<file path="config.mk">
export PLATFORM = sky130hd
export DESIGN_NAME = adc_ch_scheduler
export DESIGN_NICKNAME = d
export VERILOG_FILES = /design/src/rtl/adc_ch_scheduler.sv
export SDC_FILE = /design/constraint.sdc
export NUM_CORES = 1
export LEC_CHECK = 0
export BUFFER_PORTS_ARGS = -buffer_cell sky130_fd_sc_hd__buf_2
export CAP_MARGIN = 20
export CORE_ASPECT_RATIO = 1.1
export CORE_MARGIN = 1.5
export CORE_UTILIZATION = 57
export DETAILED_ROUTE_END_ITERATION = 8
export GPL_TIMING_DRIVEN = 0
export PLACE_DENSITY = 0.84
export RECOVER_POWER = 50
export REMOVE_ABC_BUFFERS = 1
export SKIP_LAST_GASP = 1
export SLEW_MARGIN = 40
export SYNTH_ARGS = -nofsm -noshare
export SYNTH_HDL_FRONTEND = slang
export SYNTH_SLANG_ARGS = --single-unit
export TNS_END_PERCENT = 50
</file>
<file path="constraint.sdc">
create_clock -name clk_i -period 3.1 [get_ports clk_i]
set_input_delay 0.155 -clock clk_i [delete_from_list [all_inputs] [get_ports clk_i]]
set_output_delay 0.155 -clock clk_i [all_outputs]
set_load 0.01 [all_outputs]
</file>
<file path="src/rtl/adc_ch_scheduler.sv">
// Round-robin scan scheduler for a 4-channel SPI ADC: selects a channel, fires a
// conversion, waits for its result (with timeout), idles Gap cycles, moves on.
module adc_ch_scheduler #(
    parameter int DataWidth = 10,
    parameter int Gap       = 4,
    parameter int Timeout   = 1023
) (
    input  logic                 clk_i,
    input  logic                 rst_i,
    input  logic                 en_i,
    input  logic [3:0]           ch_mask_i,
    input  logic                 done_i,
    input  logic [DataWidth-1:0] data_i,
    output logic [1:0]           sel_o,
    output logic                 start_o,
    output logic [DataWidth-1:0] ch0_data_o,
    output logic [DataWidth-1:0] ch1_data_o,
    output logic [DataWidth-1:0] ch2_data_o,
    output logic [DataWidth-1:0] ch3_data_o,
    output logic [3:0]           valid_o,
    output logic                 scan_done_o,
    output logic                 busy_o,
    output logic                 err_o
);

    localparam int CntMax = (Timeout > Gap) ? Timeout : Gap;
    localparam int CntW   = (CntMax < 1) ? 1 : $clog2(CntMax + 1);

    typedef enum logic [2:0] {IDLE, SELECT, START, WAIT, GAP} state_t;

    state_t               state_q, state_d;
    logic [CntW-1:0]      cnt_q, cnt_d;
    logic [DataWidth-1:0] data_q [4];
    logic [DataWidth-1:0] data_d [4];
    logic [1:0]           sel_d, first_ch, next_ch, idx;
    logic                 next_wrap, start_d, scan_d, busy_d, err_d, decide, leave_wait;
    logic [3:0]           valid_d;

    // Lowest enabled channel, and next enabled channel after sel_o (offset 4 = itself).
    always_comb begin
        first_ch  = '0;
        next_ch   = sel_o;
        next_wrap = 1'b1;
        idx       = '0;
        for (int unsigned b = 4; b > 0; b--) begin
            if (ch_mask_i[b-1]) first_ch = 2'(b - 1);
        end
        for (int unsigned off = 4; off > 0; off--) begin
            idx = sel_o + 2'(off);
            if (ch_mask_i[idx]) begin
                next_ch   = idx;
                next_wrap = (idx <= sel_o);
            end
        end
    end

    always_comb begin
        state_d    = state_q;
        cnt_d      = cnt_q;
        sel_d      = sel_o;
        start_d    = 1'b0;
        valid_d    = '0;
        scan_d     = 1'b0;
        err_d      = err_o;
        data_d     = data_q;
        decide     = 1'b0;
        leave_wait = 1'b0;
        case (state_q)
            IDLE: begin
                if (en_i && ch_mask_i != '0) begin
                    state_d = SELECT;
                    sel_d   = first_ch;
                end
            end
            SELECT: begin
                state_d = START;
                start_d = 1'b1;
            end
            START: begin
                state_d = WAIT;
                cnt_d   = '0;
            end
            WAIT: begin
                if (done_i) begin
                    data_d[sel_o]  = data_i;
                    valid_d[sel_o] = 1'b1;
                    leave_wait     = 1'b1;
                end else if (cnt_q == CntW'(Timeout - 1)) begin
                    err_d      = 1'b1;
                    leave_wait = 1'b1;
                end else begin
                    cnt_d = cnt_q + 1'b1;
                end
            end
            GAP: begin
                if (cnt_q == CntW'(Gap - 1)) decide = 1'b1;
                else                         cnt_d  = cnt_q + 1'b1;
            end
            default: state_d = IDLE;
        endcase

        if (leave_wait) begin
            cnt_d = '0;
            if (Gap == 0) decide  = 1'b1;
            else          state_d = GAP;
        end

        // Mask and enable are sampled only here, so mid-conversion changes never disturb sel_o.
        if (decide) begin
            if (ch_mask_i != '0 && next_wrap) scan_d = 1'b1;
            if (en_i && ch_mask_i != '0) begin
                state_d = SELECT;
                sel_d   = next_ch;
            end else begin
                state_d = IDLE;
            end
        end

        busy_d = (state_d != IDLE);
    end

    always_ff @(posedge clk_i) begin
        if (rst_i) begin
            state_q     <= IDLE;
            cnt_q       <= '0;
            sel_o       <= '0;
            start_o     <= 1'b0;
            valid_o     <= '0;
            scan_done_o <= 1'b0;
            busy_o      <= 1'b0;
            err_o       <= 1'b0;
            for (int unsigned i = 0; i < 4; i++) data_q[i] <= '0;
        end else begin
            state_q     <= state_d;
            cnt_q       <= cnt_d;
            sel_o       <= sel_d;
            start_o     <= start_d;
            valid_o     <= valid_d;
            scan_done_o <= scan_d;
            busy_o      <= busy_d;
            err_o       <= err_d;
            for (int unsigned i = 0; i < 4; i++) data_q[i] <= data_d[i];
        end
    end

    assign ch0_data_o = data_q[0];
    assign ch1_data_o = data_q[1];
    assign ch2_data_o = data_q[2];
    assign ch3_data_o = data_q[3];

endmodule

</file>
==> results.md, run 1 <==
- The pin count of the biggest net entering global routing is 56.
- STA classifies the critical path endpoint as a flip-flop.
- The register share of total power is 47.3%.
- The die is 76.7 um tall.
- Headroom to the max-slew limit came out at around 30%.
- The proportion of total power due to net switching is ~25%.
- The overall die area is 5370 um2.
- In this run, synthesis inferred 0 flip-flops with an integrated enable.
- The run finished with clean final reports.
- The number of hold buffers added after CTS was 0.
- The post-synth design cell area is 2810 um2.
- The number of placement rows is 26.
- The power density normalized to cell area is 546 nW/um2.
- The number of buffers on the longest clock path is 2.
- The leading cell type in the layout, fill and taps excluded is dfxtp_1.
- The total design power is between 1.5 and 2 mW.
- The critical path crosses 5 cells after its start point.
- Along the worst hold path, the cell count comes to 3.
- The top cell types in the final layout, fill and taps aside, are 63 x dfxtp_1, 53 x clkbuf_1, 48 x a21oi_1, 48 x nand2_1, 42 x nand3_1.
- At the worst endpoint, the required time is 3360 ps.
- The via count of the first global-routing pass was about 2400.
- After detailed routing, the total wire length is 6.69 mm.
- The proportion of power drawn by the clock network is 42.1%.
- Global routing used 25.8% of the available tracks.
- In this run the tool buffered the top-level ports with 67 buffer cells.
- Setup violations remaining at the end of the flow were counted as 0.
- Across all register-to-register paths, the minimum setup slack is about 600 ps.
- Static timing analysis puts the maximum clock frequency at between 400 and 500 MHz.
- The number of warning messages in the yosys log is 0.
- The kind of cell with the highest combined delay along the critical path is simple AND/OR/NAND/NOR gates.
- After synthesis, the largest family of logic cells by area is simple AND/OR/NAND/NOR gates.
- Data arrives at the worst endpoint at 2760 ps.
- Between clock sinks in the finished design, the worst skew comes to roughly 5.7 ps.
- The final number of hold-violating endpoints is 0.
- The total placed cells including tap cells is around 440.
- The CTS tree is built.
- The maximum single-stage delay on the critical path is 560 ps.
- Summing the areas of all xor and xnor instances in the mapped netlist gives 1.87% of the synthesized area.
- The count of TritonRoute iterations in the first routing pass is 4.
- For this run, the number of standard cells in the final layout without fillers is 451.
- The aggregate negative setup slack is 0 ps.
- The core region area is approximately 4700 um2.
- With fillers left out, the area of the finished cells amounts to 3280 um2.
- The type of element launching the critical path is a flip-flop.
- The final critical-path required period is 2500 ps.
- The path type of the worst setup path is flip-flop to flip-flop.
- The post-synthesis instance total is 335.
- Dividing the final minimum period by the clock period gives between 80% and 90%.
- After Yosys synthesis, full adders, half adders and majority gates account for 3.56% of the synthesized area.
- The top cell type by area accounts for between 40 and 50% of the synthesized area.
- Summing the areas of all compound-gate instances in the mapped netlist gives between 10% and 20% of the synthesized area.
- Dividing the synthesized area by the synthesized cell count gives 8.40 um2.
- The first global-routing pass estimated between 10 and 15 mm of wire.
- Of all flip-flops after synthesis, the portion carrying an async set or reset was 0%.
- The count of final max-slew check failures is 0.
- Once placement finished, the instance area stood at 3150 um2.
- The final antenna-violating net count is 0.
- Setup repair after global routing left no endpoint under its margin.
- The number of maximum-capacitance violations is 0.
- The total DRC errors in the routed layout is 0.
- The simple-gate portion of the synthesized area is 25.8%.
- The class of the tightest hold or removal check is input port to flip-flop.
- In this run the worst path has a maximum fanout of 28.
- The detailed-route via count is approximately 2600.
- Of the post-synthesis cell area, the part taken by muxes is roughly 3.4%.
- The routed wire length per instance is about 15 um.
- The die width is 70.0 um.
- In the routed layout, each cell is associated on average with a via count of 5.73.
- Of all cell types, the one taking the most synthesized area is dfxtp_1.
- For the pin with the worst max-slew slack, the measured transition is 1050 ps.
- The initial utilization of the core area, before any placement, comes to 60.0%.
- The analysis attributes to cell leakage a power of 1.15 nW.
- The post-CTS repair timing setup buffer count is 0.
- In this run, post-CTS repair resized a total of 0 instances.
- Counting both buffers and inverters, the worst setup path holds a total of 0.
- The number of inserted diodes is 0.
- In this run, distinct cell masters in the synthesized netlist total 49.
- The worst-case IR drop observed on VDD is 438 uV.
- Ranked by total cell area, the synthesized netlist is headed by dfxtp_1 45%, a21oi_1 8.5%, nand3_1 7.5%, nand2_1 6.4%, ha_1 3.6%.
- The clock tree root driver cell is clkbuf_8.
- The net switching power is 443 uW.
- After legalization and detailed placement, the total HPWL measured 4.57 mm.
- The routability congestion estimate is slightly below 0.8.
- The number of cells on the worst reg-to-reg path is 5.
- After synthesis, flip-flops and latches occupy between 40 and 50% of the total area.
- just under 70 I/O pins were placed.
- The worst register-to-register path ends at cnt_q[9].
- The predominant post-synthesis flop cell is dfxtp_1.
- Summed over all layers, the global routing overflow is 0.
- On the critical path, the stage with the largest delay is an instance of and4b_1.
- The internal power of the cells totals 1.35 mW.
- The hold path startpoint is data_i[9].
- The number of clock buffers inserted by TritonCTS is 9.
- At the end of the flow, the number of nets in the layout was 416.
- The number of antenna violations at the first check in global routing is 0.
- Relative to the synthesized area, the layout overhead comes to 16.7%.
- The power share of the combinational group is 10.5%.
- Clock-pin slew was measured on the worst setup and hold paths at around 70 ps.
- The worst hold path terminates at ch2_data_o[9].
- The deepest level of the CTS H-tree is 3.
- CTS saw 63 sinks.
- The worst flop-to-flop path startpoint is state_q[2].
- In the final layout, the share of cells above drive strength 1 is between 10% and 20%.
- Walking the worst path, the cells encountered are and4b_1, a41oi_4, o21ai_0, or4_1, a21oi_1.
- The insertion delay of the later-clocked pin in the worst-skew pair is 340 ps.
- Synthesis inferred 63 register bits.
- The first routing iteration left 205 violations.
-- tightest hold or removal path, cell delays in order --
cell     delay, ps
buf_2          130
nand3_1         70
a21oi_1         50
-- flip-flops by register name, indices dropped and copies added, names as in the netlist --
register,count
cnt_q,10
start_o,1
sel_o,2
ch3_data_o,10
ch1_data_o,10
err_o,1
ch2_data_o,10
busy_o,1
ch0_data_o,10
scan_done_o,1
state_q,3
valid_o,4
-- through the flow --
step | setup slack [ps] | hold WS, ps | utilization [%]
4_1_cts | 881 | 102 | 71.5
6_report | 605 | 107 | 70.1
2_1_floorplan | 924 | 224 | -
3_3_place_gp | 396 | 439 | 66.7
3_5_place_dp | 901 | 443 | 67.1
5_1_grt | 386 | 117 | 70.1
-- kinds of logic after synthesis --
kind of cell | after synthesis
compound gates | 71
xor+xnor | 6
fa+ha+maj | 8
buf+inv | 33
flops | 63
mux | 8
simple gates | 146
-- worst max-delay path by stage --
stage,startpoint,end,slack [ps]
finish,state_q[2],cnt_q[9],600
detailed placement,sel_o[0],scan_done_o,900
global route,state_q[2],cnt_q[9],390
global placement,state_q[0],ch0_data_o[4],400
CTS,sel_o[0],scan_done_o,880
floorplan,state_q[2],cnt_q[9],920
-- synth_stat cells (3+ instances only) --
library cell,number
a21oi_1,48
and3_1,4
and4_1,3
buf_1,4
clkbuf_1,19
dfxtp_1,63
ha_1,8
inv_1,9
mux2_2,3
mux2i_1,4
nand2_1,48
nand3_1,42
nor2_1,21
nor2b_1,3
nor3_1,3
nor4_1,4
o211ai_1,5
o21ai_0,3
or3_1,3
xor2_1,4
-- power by group through the flow --
stage | logic (mW) | registers [mW] | clock network (mW)
after floorplan | 0.117 | 0.866 | 0
after global placement | 0.186 | 0.865 | 0
after detailed placement | 0.191 | 0.866 | 0
after CTS | 0.192 | 0.848 | 0.762
after global routing | 0.209 | 0.852 | 0.796
final | 0.189 | 0.849 | 0.756
-- area by class of cell --
class / count / area, um2
sequential: 63 / 1260
timing repair buffer: 68 / 290
inverter: 9 / 33.8
tap: 56 / 70.1
fill: 405 / 1400
multi-input combinational: 239 / 1420
clock inverter: 4 / 70.1
clock buffer: 12 / 135
-- routing by layer --
metal	share of wire, %	up-vias	GRT usage [%]
li1	-	1289	-
met1	44	1182	32.3
met2	47	101	42.7
met3	6.6	14	5.91
met4	2.0	0	11.0
met5	0	-	0
Note: power is estimated with default switching activity, not from simulation.
==> run 2, diff against run 1 <==
Settings changed: CORE_UTILIZATION 57 to 53, PLACE_DENSITY 0.84 to 0.79.
Clock period 3.1 ns to 2.4 ns, I/O delays scaled along.
==> run 2 against run 1 <==
Compared with the run above: design area increased by 1.3%; highest routed layer unchanged; wire length increased by 1.8%; critical path type unchanged; worst hold slack got worse by 27 ps; core utilization decreased by 4.5 points.
==> results.md, run 2 (synthesis results as in run 1) <==
- The count of endpoints failing setup in the final report is 0.
- The startpoint identified for the worst hold timing path is data_i[9].
- The total design power is 2.40 mW.
- The ratio of final minimum period to clock period is a little over nine tenths.
- The deepest level of the CTS H-tree is 3.
- The data arrival time of the worst path is 2470 ps.
- The type of element launching the critical path is a flip-flop.
- The number of nets in the layout is 416.
- The aggregate negative setup slack is 0 ps.
- Along the worst path, the maximum fanout reaches 16.
- The sum of net half-perimeters after detailed placement is 4.55 mm.
- The CTS tree is built.
- The register share of total power is 45.7%.
- The proportion of total power due to net switching is 24.0%.
- The maximum single-stage delay on the critical path is a little under 700 ps.
- Compared with the post-synthesis result, the final layout area differs by 18.2%.
- Buffers inserted to repair hold after CTS numbered 0.
- The via count of the first global-routing pass is about 2300.
- The total I/O pin count is 68.
- The leading cell type in the layout, fill and taps excluded is dfxtp_1.
- The clock tree root driver cell is clkbuf_8.
- The cell type of the slowest stage on the worst timing path is dfxtp_1.
- The post-CTS repair timing setup buffer count is 0.
- Buffers placed on the I/O ports in this run total 67.
- After detailed routing, the average wire length per cell comes to 15.1 um.
- The number of buffers on the longest clock path is 2.
- The number of clock sinks seen by CTS is between 60 and 70.
- The number of placement rows is 27.
- The count of final max-slew check failures came to 0.
- In this run the worst setup path terminates at scan_done_o.
- The total overflow left after global routing is 0.
- In this run the power density over the cells is ~720 nW/um2.
- Of the total power, combinational logic draws between 10 and 15%.
- The share of layout cells above drive strength 1 is 11.4%.
- The wire length reported by the detailed router is 6.81 mm.
- The number of antenna violations at the first check in global routing is 0.
- The cell-internal power is between 1.5 and 2 mW.
- The register-to-register setup slack is 150 ps.
- Clock-pin slew was measured on the worst setup and hold paths at 70 ps.
- The net switching power is around 580 uW.
- The number of DRC violations after detailed-routing iteration 0 is 226.
- The worst pin sits at a relative slew slack of 54.6%.
- Across the VDD grid, the largest voltage drop is 445 uV.
- The effective utilization at floorplan is a little under three fifths.
- The detailed-route via count is 2593.
- The via density per instance is between 5 and 6.
- In the layout the commonest cells are 63 x dfxtp_1, 49 x clkbuf_1, 48 x a21oi_1, 48 x nand2_1, 42 x nand3_1.
- The all-layer global routing usage is roughly a quarter.
- The worst flop-to-flop path startpoint is sel_o[0].
- The core region area is 5070 um2.
- Final hold analysis gives a worst-case slack of about 80 ps.
- The end of the worst register-to-register path is scan_done_o.
- The first global-routing pass estimated 11.1 mm of wire.
- Broken down by cell family, the worst path's largest delay share belongs to multiplexers.
- The die covers 5750 um2.
- The count of nets left with antenna violations once routing finished came out at 0.
- The routability congestion estimate is 0.808.
- The highest clock rate is 444 MHz.
- In this run the worst hold path is classified as input port to flip-flop.
- 0 antenna diodes ended up in the layout.
- The most critical setup path has its startpoint at sel_o[0].
- The die is 79.4 um tall.
- The total DRC errors in the routed layout is 0.
- The worst setup path is captured at a flip-flop.
- The data required time at the worst endpoint is between 2000 and 3000 ps.
- The clock reaches the later pin of the worst-skew pair after 330 ps.
- The number of buffer and inverter instances along the worst setup path is 1.
- Per report_power, the clock group accounts for 44.0% of the total.
- The path type of the worst setup path is flip-flop to flip-flop.
- The pin count of the biggest net entering global routing is between 50 and 60.
- The flow ran to the end, and the final reports show no timing, DRC or antenna violations.
- The number of maximum-capacitance violations is 0.
- The total of cells resized after clock tree synthesis is 0.
- The final number of hold-violating endpoints is 0.
- The die width is 72.5 um.
- Clock skew on the completed layout was measured at 5.27 ps.
- Clock tree synthesis inserted a total of 9 buffers.
- The signal on the critical path passes through inv_1, ha_1, mux4_2, mux2i_1, a21oi_1.
- In this run the number of cells on the critical path is 5.
- The worst-case reg-to-reg path depth is 5.
- After layout, the minimum clock period comes to 2250 ps.
- The actual transition at the worst max-transition pin is between 600 and 700 ps.
- Setup repair after global routing left no endpoint under its margin.
- The count of TritonRoute iterations in the first routing pass is 4.
- The leakage dissipation is 1.17 nW.
## run 2: cell type report
cell class / count / area, um2
fillers: 439 / 1740
flip-flops and latches: 63 / 1260
multi-input cells: 239 / 1420
clock inverters: 3 / 65.1
repair buffers: 68 / 304
well taps: 58 / 72.6
inverters: 9 / 33.8
clock buffers: 12 / 165
## run 2: how the worst min path moves through the flow
stage | to | cells past startpoint
floorplan | ch0_data_o[0] | 1
global placement | ch1_data_o[7] | 3
detailed placement | ch3_data_o[0] | 3
CTS | ch1_data_o[9] | 3
global route | ch3_data_o[2] | 3
finish | ch1_data_o[9] | 3
## run 2: tightest hold or removal path: stages
cell	delay (ps)
buf_2	130
nand3_1	60
a21oi_1	50
## run 2: per-layer routing
metal / vias to the layer above / GRT usage (%) / wire, um
li1: 1281 / - / -
met1: 1200 / 33.3 / 3100
met4: 0 / 10.2 / 136
met2: 98 / 38.2 / 3160
met5: - / 0 / 0
met3: 14 / 5.56 / 416
## run 2: per-stage QoR
step | util (%) | instances | worst slack (ps) | instance area [um2]
after floorplan | - | 311 | 224 | 2720
after global placement | 61.8 | 436 | -317 | 3130
after detailed placement | 62.4 | 437 | 156 | 3160
after global routing | 65.6 | 452 | 0.284 | 3320
after CTS | 66.9 | 452 | 134 | 3390
final | 65.6 | 452 | 147 | 3320
## run 2: power groups by stage
stage	registers, mW	clock network [mW]	logic, mW
floorplan	1.12	0	0.151
global placement	1.12	0	0.240
detailed placement	1.12	0	0.247
CTS	1.10	1.07	0.249
global route	1.10	1.10	0.273
finish	1.10	1.06	0.248
==> run 3, diff against run 2 <==
Settings changed: CELL_PAD_IN_SITES_DETAIL_PLACEMENT set to 2, CELL_PAD_IN_SITES_GLOBAL_PLACEMENT set to 2, CORE_UTILIZATION 53 to 31, PLACE_DENSITY 0.79 to not set, PLACE_DENSITY_LB_ADDON set to 0.1.
==> run 3 against run 2 <==
Compared with the run above: clock skew rose by 2.7 ps; clock power fell by 5%; sequential share of layout area fell by 0.57 points; maximum frequency rose by 5.8%; critical path depth rose by 2; core utilization fell by 27 points; non-clock buffer count did not move; first-iteration DRC count fell by 75%; worst hold slack improved by 13 ps; highest routed layer unchanged.
==> results.md, run 3 (synthesis results as in run 1) <==
- The run finished with clean final reports.
- The worst setup path is launched from a flip-flop.
- The finished layout holds around 500 standard cells, fillers aside.
- The number of nets in the layout is 416.
- The layout has 1019 filler cells.
- The count of endpoints failing setup in the final report is 0.
- The number of placement rows is 36.
- Net switching is 26.1% of the power.
- The clock edge transition at the registers on the reported setup and hold paths is 70 ps.
- Pin placement for this block handled 68 I/O pins.
- The startpoint identified for the worst register-to-register timing path is sel_o[1].
- The number of inserted diodes is 0.
- The CTS tree is built.
- After layout, the worst path uses 88.7% of the clock period.
- Setup repair after global routing left no endpoint under its margin.
- The number of buffers on the longest clock path is 2.
- In this run the static leakage power is 1.15 nW.
- The relative slew slack is 56.9%.
- The count of nets left with antenna violations once routing finished came out at 0.
- The post-route netlist has 11.9% of its cells at a drive strength greater than 1.
- In this run the power spent charging and discharging nets is around 600 uW.
- The path type of the worst setup path is flip-flop to flip-flop.
- The sum of net half-perimeters after detailed placement is ~5.7 mm.
- On the worst path, the slowest cell contributes a delay of 600 ps.
- For this run, design rule violations remaining after detail routing come to 0.
- The routed wire length per instance is 16.4 um.
- The deepest level of the CTS H-tree is 3.
- Walking the worst path, the cells encountered are inv_1, ha_1, nand2_1, a2bb2oi_1, a21bo_2, a311oi_1, nor4_1.
- Across the run, the number of max-cap violations was 0.
- Entering global routing, the biggest net connects 56 pins.
- For this design the ratio of total power to cell area is 699 nW/um2.
- On the final layout, the worst hold slack is 93.1 ps.
- The count of final max-slew check failures is 0.
- The number of antenna violations at the first check in global routing was 0.
- Total power for the finished layout comes to ~2.4 mW.
- The endpoint of the worst hold path is ch3_data_o[4].
- For this configuration, the core starts out at a cell density of a little under a third.
- The register-to-register setup slack is 270 ps.
- The tree is rooted in a clkbuf_8.
- The routed design has about 8.3 mm of wire.
- The actual transition at the worst max-transition pin is 645 ps.
- The via count of the first global-routing pass is 2670.
- The all-layer global routing usage is between 10% and 20%.
- The path class of the tightest hold or removal check is input port to flip-flop.
- The clock network burns 42.7% of the power.
- In this run, CTS created clock tree buffers numbering 9.
- Leaving out fill and tap cells, the most frequent cell in the layout is dfxtp_1.
- The largest individual stage delay along the critical path comes from the cell dfxtp_1.
- In this run the worst path has a maximum fanout of 13.
- Counting cells, the worst reg-to-reg path comes to 7.
- The final worst clock skew is 7.99 ps.
- The routed layout has 2621 vias.
- The hold path startpoint is data_i[4].
- The via density per instance is between 5 and 6.
- Counting tap cells, the placed design contains a total of 493 instances.
- The final number of hold-violating endpoints is 0.
- Data on the critical path is required at its endpoint by 2590 ps.
- Input and output buffers added on the ports amount to 67.
- The library cells used most frequently in the layout, excluding fill and tap cells, are 62 x dfxtp_1, 50 x clkbuf_1, 48 x a21oi_1, 48 x nand2_1, 42 x nand3_1.
- Subtracting the final worst setup slack from the clock period gives 2130 ps.
- The first-pass GRT wire length is 13.6 mm.
- The worst setup path is captured at a flip-flop.
- The core region is 8830 um2.
- Of the total power, registers draw 46.5%.
- The number of clock sinks seen by CTS is 63.
- The area added between synthesis and finish is 20.1%.
- The count of TritonRoute iterations in the first routing pass is 4.
- At the later pin of the worst-skew pair, clock insertion delay measures 340 ps.
- Measured along the x axis, the die boundary spans 93.8 um.
- The area of all placed cells without fillers is 3380 um2.
- The number of instances on the worst hold path is 3.
- The worst-case vdd ir drop is 299 uV.
- In this run the cell area measured after placement is 3230 um2.
- The die is 103 um tall.
- The routability congestion estimate is 0.718.
- The highest clock rate is 470 MHz.
- Cell internal power was estimated by the tool at approximately 1.7 mW.
- Summed over all layers, the global routing overflow is 0.
- The number of DRC violations after detailed-routing iteration 0 is 56.
- The die covers 9650 um2.
- The end of the worst register-to-register path is sel_o[0].
- STA puts the critical path data arrival time at roughly 2300 ps.
- The share of total power dissipated in combinational logic is 10.8%.
[run 3: worst max-delay path by stage]
stage                    start            end  slack [ps]
CTS                   sel_o[0]       sel_o[0]         110
detailed placement    sel_o[0]       sel_o[0]         130
global placement    state_q[0]  ch0_data_o[2]        -510
finish                sel_o[1]       sel_o[0]         270
global route          sel_o[1]       sel_o[0]          10
floorplan           state_q[2]       cnt_q[9]         220
[run 3: area by class of cell]
class,count,area (um2),share of cell area (%)
Clock buffer,10,128,3.78
Clock inverter,6,85.1,2.52
Inverter,9,33.8,1.00
Multi-Input combinational cell,239,1430,42.3
Sequential cell,63,1260,37.4
Tap cell,114,143,4.22
Timing Repair Buffer,68,297,8.78
[run 3: through the flow]
| step | util [%] | worst slack (ps) | setup TNS (ps) |
|---|---|---|---|
| finish | 38.3 | 272 | 0 |
| global route | 38.3 | 10.7 | 0 |
| CTS | 38.9 | 108 | 0 |
| detailed placement | 36.5 | 127 | 0 |
| global placement | 36.2 | -507 | -23060 |
| floorplan | - | 224 | 0 |
[run 3: worst max-delay path, delay by kind of cell, from the launching register on]
family	cells	cell delay (ps)
DFF	1	600
buffers and inverters	1	180
AOI/OAI and AO/OA	3	630
and+or+nand+nor	2	170
adders and majority gates	1	410
[run 3: layer usage]
layer / vias to the layer above / GRT usage (%) / share of wire [%] / routed length [um]
met3: 6 / 3.54 / 4.3 / 360
met5: - / 0 / 0 / 0
met2: 58 / 31.5 / 48 / 4030
met1: 1276 / 23.1 / 46 / 3870
met4: 0 / 5.86 / 1.0 / 85
li1: 1281 / - / - / -
[run 3: timing repair]
action | CTS | global route
gates resized for setup | 0 | 1
hold buffers | 0 | 0
setup buffers | 0 | 0
endpoints found under the setup margin | 0 | 2
[run 3: power groups by stage]
stage                     Combinational, mW  Clock, mW  Sequential (mW)
after floorplan                       0.151          0             1.12
final                                 0.254       1.01             1.10
after detailed placement              0.263          0             1.12
after CTS                             0.263       1.05             1.10
after global routing                  0.286       1.09             1.10
after global placement                0.255          0             1.12
